### src/rtl/mem_arbiter.sv
// Round-robin arbiter sharing one single-port memory between fetch and load/store; one transaction in flight.
// Latency: store ack 2 cycles after request is seen, load ack 2+RD_LAT; requests are levels held until ack.
module mem_arbiter #(
    parameter int WIDTH  = 32,
    parameter int ADDR_W = 32,
    parameter int RD_LAT = 2
) (
    input  logic              clk,
    input  logic              rstn,
    input  logic              if_req,
    input  logic [ADDR_W-1:0] if_addr,
    output logic              if_ack,
    output logic [WIDTH-1:0]  if_rdata,
    input  logic              d_req,
    input  logic              d_we,
    input  logic [ADDR_W-1:0] d_addr,
    input  logic [WIDTH-1:0]  d_wdata,
    output logic              d_ack,
    output logic [WIDTH-1:0]  d_rdata,
    output logic [ADDR_W-1:0] mem_addr,
    output logic [WIDTH-1:0]  mem_wdata,
    output logic              mem_we,
    input  logic [WIDTH-1:0]  mem_rdata,
    output logic              busy
);
    typedef enum logic [1:0] {S_IDLE, S_ISSUE, S_WAIT, S_ACK} state_t;
    typedef enum logic {OWN_FETCH = 1'b0, OWN_DATA = 1'b1} owner_t;

    localparam int CNT_W = (RD_LAT > 1) ? $clog2(RD_LAT) : 1;

    state_t             state_q, state_d;
    owner_t             owner_q, owner_d;
    logic [CNT_W-1:0]   cnt_q, cnt_d;
    logic [ADDR_W-1:0]  mem_addr_q, mem_addr_d;
    logic [WIDTH-1:0]   mem_wdata_q, mem_wdata_d;
    logic               mem_we_q, mem_we_d;
    logic [WIDTH-1:0]   if_rdata_q, if_rdata_d;
    logic [WIDTH-1:0]   d_rdata_q, d_rdata_d;
    logic               grant_data;

    // owner_q doubles as last_owner: on a tie the requester that did not go last wins
    assign grant_data = d_req && (!if_req || (owner_q == OWN_FETCH));

    always_ff @(posedge clk) begin
        if (!rstn) begin
            state_q     <= S_IDLE;
            owner_q     <= OWN_DATA;
            cnt_q       <= '0;
            mem_addr_q  <= '0;
            mem_wdata_q <= '0;
            mem_we_q    <= 1'b0;
            if_rdata_q  <= '0;
            d_rdata_q   <= '0;
        end else begin
            state_q     <= state_d;
            owner_q     <= owner_d;
            cnt_q       <= cnt_d;
            mem_addr_q  <= mem_addr_d;
            mem_wdata_q <= mem_wdata_d;
            mem_we_q    <= mem_we_d;
            if_rdata_q  <= if_rdata_d;
            d_rdata_q   <= d_rdata_d;
        end
    end

    always_comb begin
        state_d     = state_q;
        owner_d     = owner_q;
        cnt_d       = cnt_q;
        mem_addr_d  = mem_addr_q;
        mem_wdata_d = mem_wdata_q;
        mem_we_d    = mem_we_q;
        if_rdata_d  = if_rdata_q;
        d_rdata_d   = d_rdata_q;
        case (state_q)
            S_IDLE: begin
                if (if_req || d_req) begin
                    state_d = S_ISSUE;
                    if (grant_data) begin
                        owner_d     = OWN_DATA;
                        mem_addr_d  = d_addr;
                        mem_wdata_d = d_wdata;
                        mem_we_d    = d_we;
                    end else begin
                        owner_d     = OWN_FETCH;
                        mem_addr_d  = if_addr;
                        mem_we_d    = 1'b0;
                    end
                end
            end
            S_ISSUE: begin
                // mem_we_q is high here only for a store, so it also selects the path
                mem_we_d = 1'b0;
                if (mem_we_q) begin
                    state_d = S_ACK;
                end else begin
                    state_d = S_WAIT;
                    cnt_d   = CNT_W'(RD_LAT - 1);
                end
            end
            S_WAIT: begin
                if (cnt_q == '0) begin
                    state_d = S_ACK;
                    if (owner_q == OWN_DATA) begin
                        d_rdata_d = mem_rdata;
                    end else begin
                        if_rdata_d = mem_rdata;
                    end
                end else begin
                    cnt_d = cnt_q - CNT_W'(1);
                end
            end
            S_ACK: begin
                state_d = S_IDLE;
            end
            default: begin
                state_d = S_IDLE;
            end
        endcase
    end

    assign if_ack    = (state_q == S_ACK) && (owner_q == OWN_FETCH);
    assign d_ack     = (state_q == S_ACK) && (owner_q == OWN_DATA);
    assign if_rdata  = if_rdata_q;
    assign d_rdata   = d_rdata_q;
    assign mem_addr  = mem_addr_q;
    assign mem_wdata = mem_wdata_q;
    assign mem_we    = mem_we_q;
    assign busy      = (state_q != S_IDLE);

endmodule

### config.mk
export PLATFORM = sky130hd
export DESIGN_NAME = mem_arbiter
export DESIGN_NICKNAME = d
export VERILOG_FILES = /design/src/rtl/mem_arbiter.sv
export SDC_FILE = /design/constraint.sdc
export NUM_CORES = 1
export LEC_CHECK = 0
export BUFFER_PORTS_ARGS = -buffer_cell sky130_fd_sc_hd__buf_2
export CAP_MARGIN = 25
export CORE_MARGIN = 3
export CORE_UTILIZATION = 41
export DETAILED_ROUTE_END_ITERATION = 8
export PLACE_DENSITY_LB_ADDON = 0.15
export SLEW_MARGIN = 20
export SYNTH_ARGS = -nofsm -noshare
export SYNTH_HDL_FRONTEND = slang
export SYNTH_SLANG_ARGS = --single-unit
### constraint.sdc
create_clock -name clk -period 1.4 [get_ports clk]
set_input_delay 0.07 -clock clk [delete_from_list [all_inputs] [get_ports clk]]
set_output_delay 0.07 -clock clk [all_outputs]
set_load 0.05 [all_outputs]
After elaboration in Yosys (flattened, before gate mapping)
Index checks and enable logic that the tools add are counted.
{"block": "totals", "reg_bits": 133, "input_bits": 133, "output_inout_bits": 132, "wordCells": 46}
{"block": "classes", "addsub": 1, "n_eq_ne": 6, "mux": 12, "bitwise": 2, "n_reduce_logical": 17}
{"cell": "$mux 32", "count": 1}
{"cell": "$reduce_and 3->1", "count": 3}
{"cell": "$pmux 2 s4", "count": 1}
{"cell": "$reduce_and 2->1", "count": 4}
{"cell": "$mux 1", "count": 6}
{"cell": "$ne 2x2->1 const B", "count": 3}
{"cell": "$reduce_bool 2->1", "count": 3}
{"cell": "$eq 2x2->1 const B", "count": 2}
{"cell": "$mux 2", "count": 2}
{"cell": "$pmux 1 s2", "count": 2}
{"cell": "$logic_and 1x1->1", "count": 3}
{"cell": "$eq 2x1->1 const B", "count": 1}
{"cell": "$logic_not 2->1", "count": 1}
{"cell": "$logic_or 1x1->1", "count": 2}
{"cell": "$not 1->1", "count": 2}
{"cell": "$logic_not 1->1", "count": 1}
{"cell": "$sub 1x1->1 const B", "count": 1}

Longest topological paths before layout
{"block": "logic_depth", "word_depth": 6, "depth_mapped": 7, "depth_no_buf": 5}

Least setup slack after synthesis
No wires, ideal clock.
{"block": "synth_path", "path_type": "reg-to-reg", "from": "register state_q[0]", "to": "register if_rdata_q[10] (netlist: if_rdata[10])", "setup_ns": 0.132, "arrival_ns": 1.399, "t_required_ns": 1.268, "path_slack_ns": -0.131, "path_stages_with_launch": 8, "n_path_buf": 2, "synth_period_minus_slack_ns": 1.531, "cell_sequence": "dfxtp_1 inv_1 ha_1 or3b_1 buf_2 buf_6 nand2_1 a21oi_1"}
{"block": "synth_via", "elab_chain_len": 2}
{"element": "start, declared", "line_no": "31", "rtl": "state_t state_q, state_d;"}
{"element": "start signal, assigned", "line_no": "55", "rtl": "state_q <= state_d;"}
{"element": "$eq 2x2->1", "line_no": "75", "rtl": "case (state_q)"}
{"element": "$reduce_and 3->1 (no line)"}
{"element": "end signal, assigned", "line_no": "61", "rtl": "if_rdata_q <= if_rdata_d;"}
{"element": "end, declared", "line_no": "37", "rtl": "logic [WIDTH-1:0] if_rdata_q, if_rdata_d;"}
Every way passes these cells.
A chain may end at the register's enable or synchronous reset.

Worst setup path in the final report
{"block": "layout_path", "from": "register state_q[1]", "to": "output port d_ack"}
{"block": "layout_via", "elab_chain_len": 2}
{"element": "$eq 2x2->1", "line_no": "123", "rtl": "assign d_ack = (state_q == S_ACK) && (owner_q == OWN_DATA);"}
{"element": "$logic_and 1x1->1", "line_no": "123"}
{"element": "end, declared", "line_no": "18", "rtl": "output logic d_ack,"}
Every way passes these cells.

==> run metrics <==
status complete, but fails checks; failing checks negative setup slack; crit start category register; EDFF count, synth 0; CP top delay family flip-flops; f_max 705 MHz; Die W 118 um; Data required, critical path 1330 ps; post-route cell area 8990 um2; Unique masters post-synth 29; layout cells sized above 1 0.332; wire length per cell 15.7 um; synthesized area per cell 8.09 um2; fin nets 1167; Site Rows 40; Worst-path clk slew 50 ps; Area Overhead vs Synth 74.5%; DR vias/cell 4.97; RSZ-0062 raised after global routing true; Hold Path Origin if_req; Tightest Pin Transition 400 ps; placed cell count 1045; WL final 19.0 mm; PD cells 1910 nW/um2; placed cell areas 6810 um2; #FFs+latches synth 133; number of global-route vias before repair 6149; non-filler cells, final 1211; IR drop worst, VDD 1.30 mV; area of the die 14000 um2; drt initial violations 439; Max Cap Viol 0; sequential element share of the synthesized area 0.517; Die Y 118 um; Bufs on Longest Clock Path 2; worst setup margin -19.4 ps; initial antenna violation count 0; IO buf count 264; routed via count 6023; first-pass GRT wire length 30.7 mm; critical path launch point state_q[1]$_SDFFE_PN0P_; RR Startpoint state_q[0]$_SDFFE_PN0P_; routability cong. 0.828; GRT Overall Usage 0.270; CTS tree built; CTS Buf Count 17; router iterations before antenna repair 7; grt ovf 0; Setup CP Type register to primary output; Syn Nets 775; antenna-violating nets left 0; final slew viol count 0; Buf+Inv Stages, Crit Path 2; Worst Skew 7.30 ps; Sink Count 133; pin count of the biggest net entering global routing 101; P_leak 0.00429 uW; asr flop ratio synth 0; Clock Latency Late Sink 410 ps; root buf cell clkbuf_16; Hold Violations, Final 0; Hold Crit Class input port to register; Worst slew margin 0.733; crit path capture type primary output; most common flop cell mapped by yosys dfxtp_1; area of the core 12200 um2; I/O pins 265; Worst path max stage delay 370 ps; Yosys warnings 0; Mapped Area 5150 um2; post-synthesis cell count 637; residual DRC count 0; minimum clock period 1420 ps; endpoints failing setup 2; Worst path slowest cell dfxtp_4; crit-path cells buf_6 > ha_4 > and2_4 > buf_8; crit path DAT 1350 ps; DP HPWL 11.1 mm; Tcrit/Tclk final 1.01; H-tree levels 4; Initial Utilization 0.424; critical-path maximum fanout 4
## worst min-delay path: cells and delay by family
kind | cells | cell delay [ps]
simple gates | 2 | 180
buf+inv | 1 | 170
compound gates | 1 | 110
## cell type report
type | count | area [um2]
diodes | 1 | 2.50
clock buffers | 18 | 439
clock inverters | 14 | 254
fillers | 856 | 3170
inverters | 5 | 26.3
multi-input cells | 451 | 2330
flip-flops and latches | 133 | 2670
well taps | 168 | 210
repair buffers | 421 | 3060
## cell families (layout without fill, tap and decap cells)
logic type,Yosys count,count (layout),synth area share
AO/OA/AOI/OAI,173,173,0.176
adder cells (fa/ha/maj),5,5,0.0121
buffers and inverters,53,458,0.0493
flip-flops,133,133,0.517
multiplexers,33,33,0.0641
other,0,1,0
AND/OR/NAND/NOR,240,240,0.182
## power by group
group          internal [uW]  switching [uW]
Clock                   3560            1620
Sequential              4580             489
Combinational           2240            4740
Total                  10400            6850
## state kept, by name, indices dropped and copies added, names as in the netlist
register / count
if_rdata: 32
owner_q: 1
mem_addr: 32
mem_we: 1
d_rdata: 32
mem_wdata: 32
state_q: 2
cnt_q: 1
## layer usage
metal / track usage / share of wire / routed length, um / vias to the layer above
met5: 0 / 0 / 0 / -
met4: 0.141 / 0.041 / 773 / 0
met3: 0.0823 / 0.082 / 1560 / 64
met2: 0.449 / 0.49 / 9260 / 330
met1: 0.313 / 0.39 / 7400 / 2738
li1: - / - / - / 2891
## cell usage in the layout (no fill, tap or decap), types with 2 or more instances in the layout
cell	count
buf_2	261
nand2_1	229
a21oi_1	130
dfxtp_1	130
dlygate4sd3_1	130
mux2i_1	31
o21ai_0	31
clkbuf_16	18
buf_12	13
buf_4	10
bufinv_16	7
clkinv_2	4
inv_4	3
ha_4	3
buf_6	3
nand3b_1	2
a211oi_1	2
o21ai_1	2
ha_1	2
clkinvlp_4	2
buf_8	2
dfxtp_2	2
## Yosys cell counts, drive strengths merged, types with 5 or more instances
cell type	n	share of area
ha	5	0.012
inv	5	0.0036
clkbuf	27	0.020
dfxtp	133	0.52
nand2	230	0.17
buf	21	0.026
mux2i	33	0.064
o21ai	34	0.033
a21oi	130	0.13
## metrics by stage
step	hold WS [ps]	setup WS, ps	power [uW]	util	TNS [ps]
4_1_cts	134	-91.4	17000	0.732	-198
2_1_floorplan	204	-7.13	9450	-	-99.7
3_3_place_gp	310	5.77	11200	0.560	0
5_1_grt	186	-67.0	18000	0.739	-1530
3_5_place_dp	317	-98.7	11300	0.560	-654
6_report	174	-19.4	17200	0.740	-29.1
## final timing paths
check                                    to  slack (ps)  cells past startpoint
setup / recovery                      d_ack         -20                      4
hold / removal         owner_q$_SDFFE_PN1P_         170                      4
hold reg to reg    if_rdata[7]$_SDFFE_PN0P_         450                      2
setup reg to reg  if_rdata[31]$_SDFFE_PN0P_         -10                      6
## what timing repair did
item	4_1_cts	5_1_grt
hold endpoints to repair	129	0
hold buffers	130	0
gates resized for setup	18	20
gates cloned	1	1
setup endpoints to repair	72	82
pin swaps	0	1
setup buffers	0	1
Power figures use the tool's default switching activity.
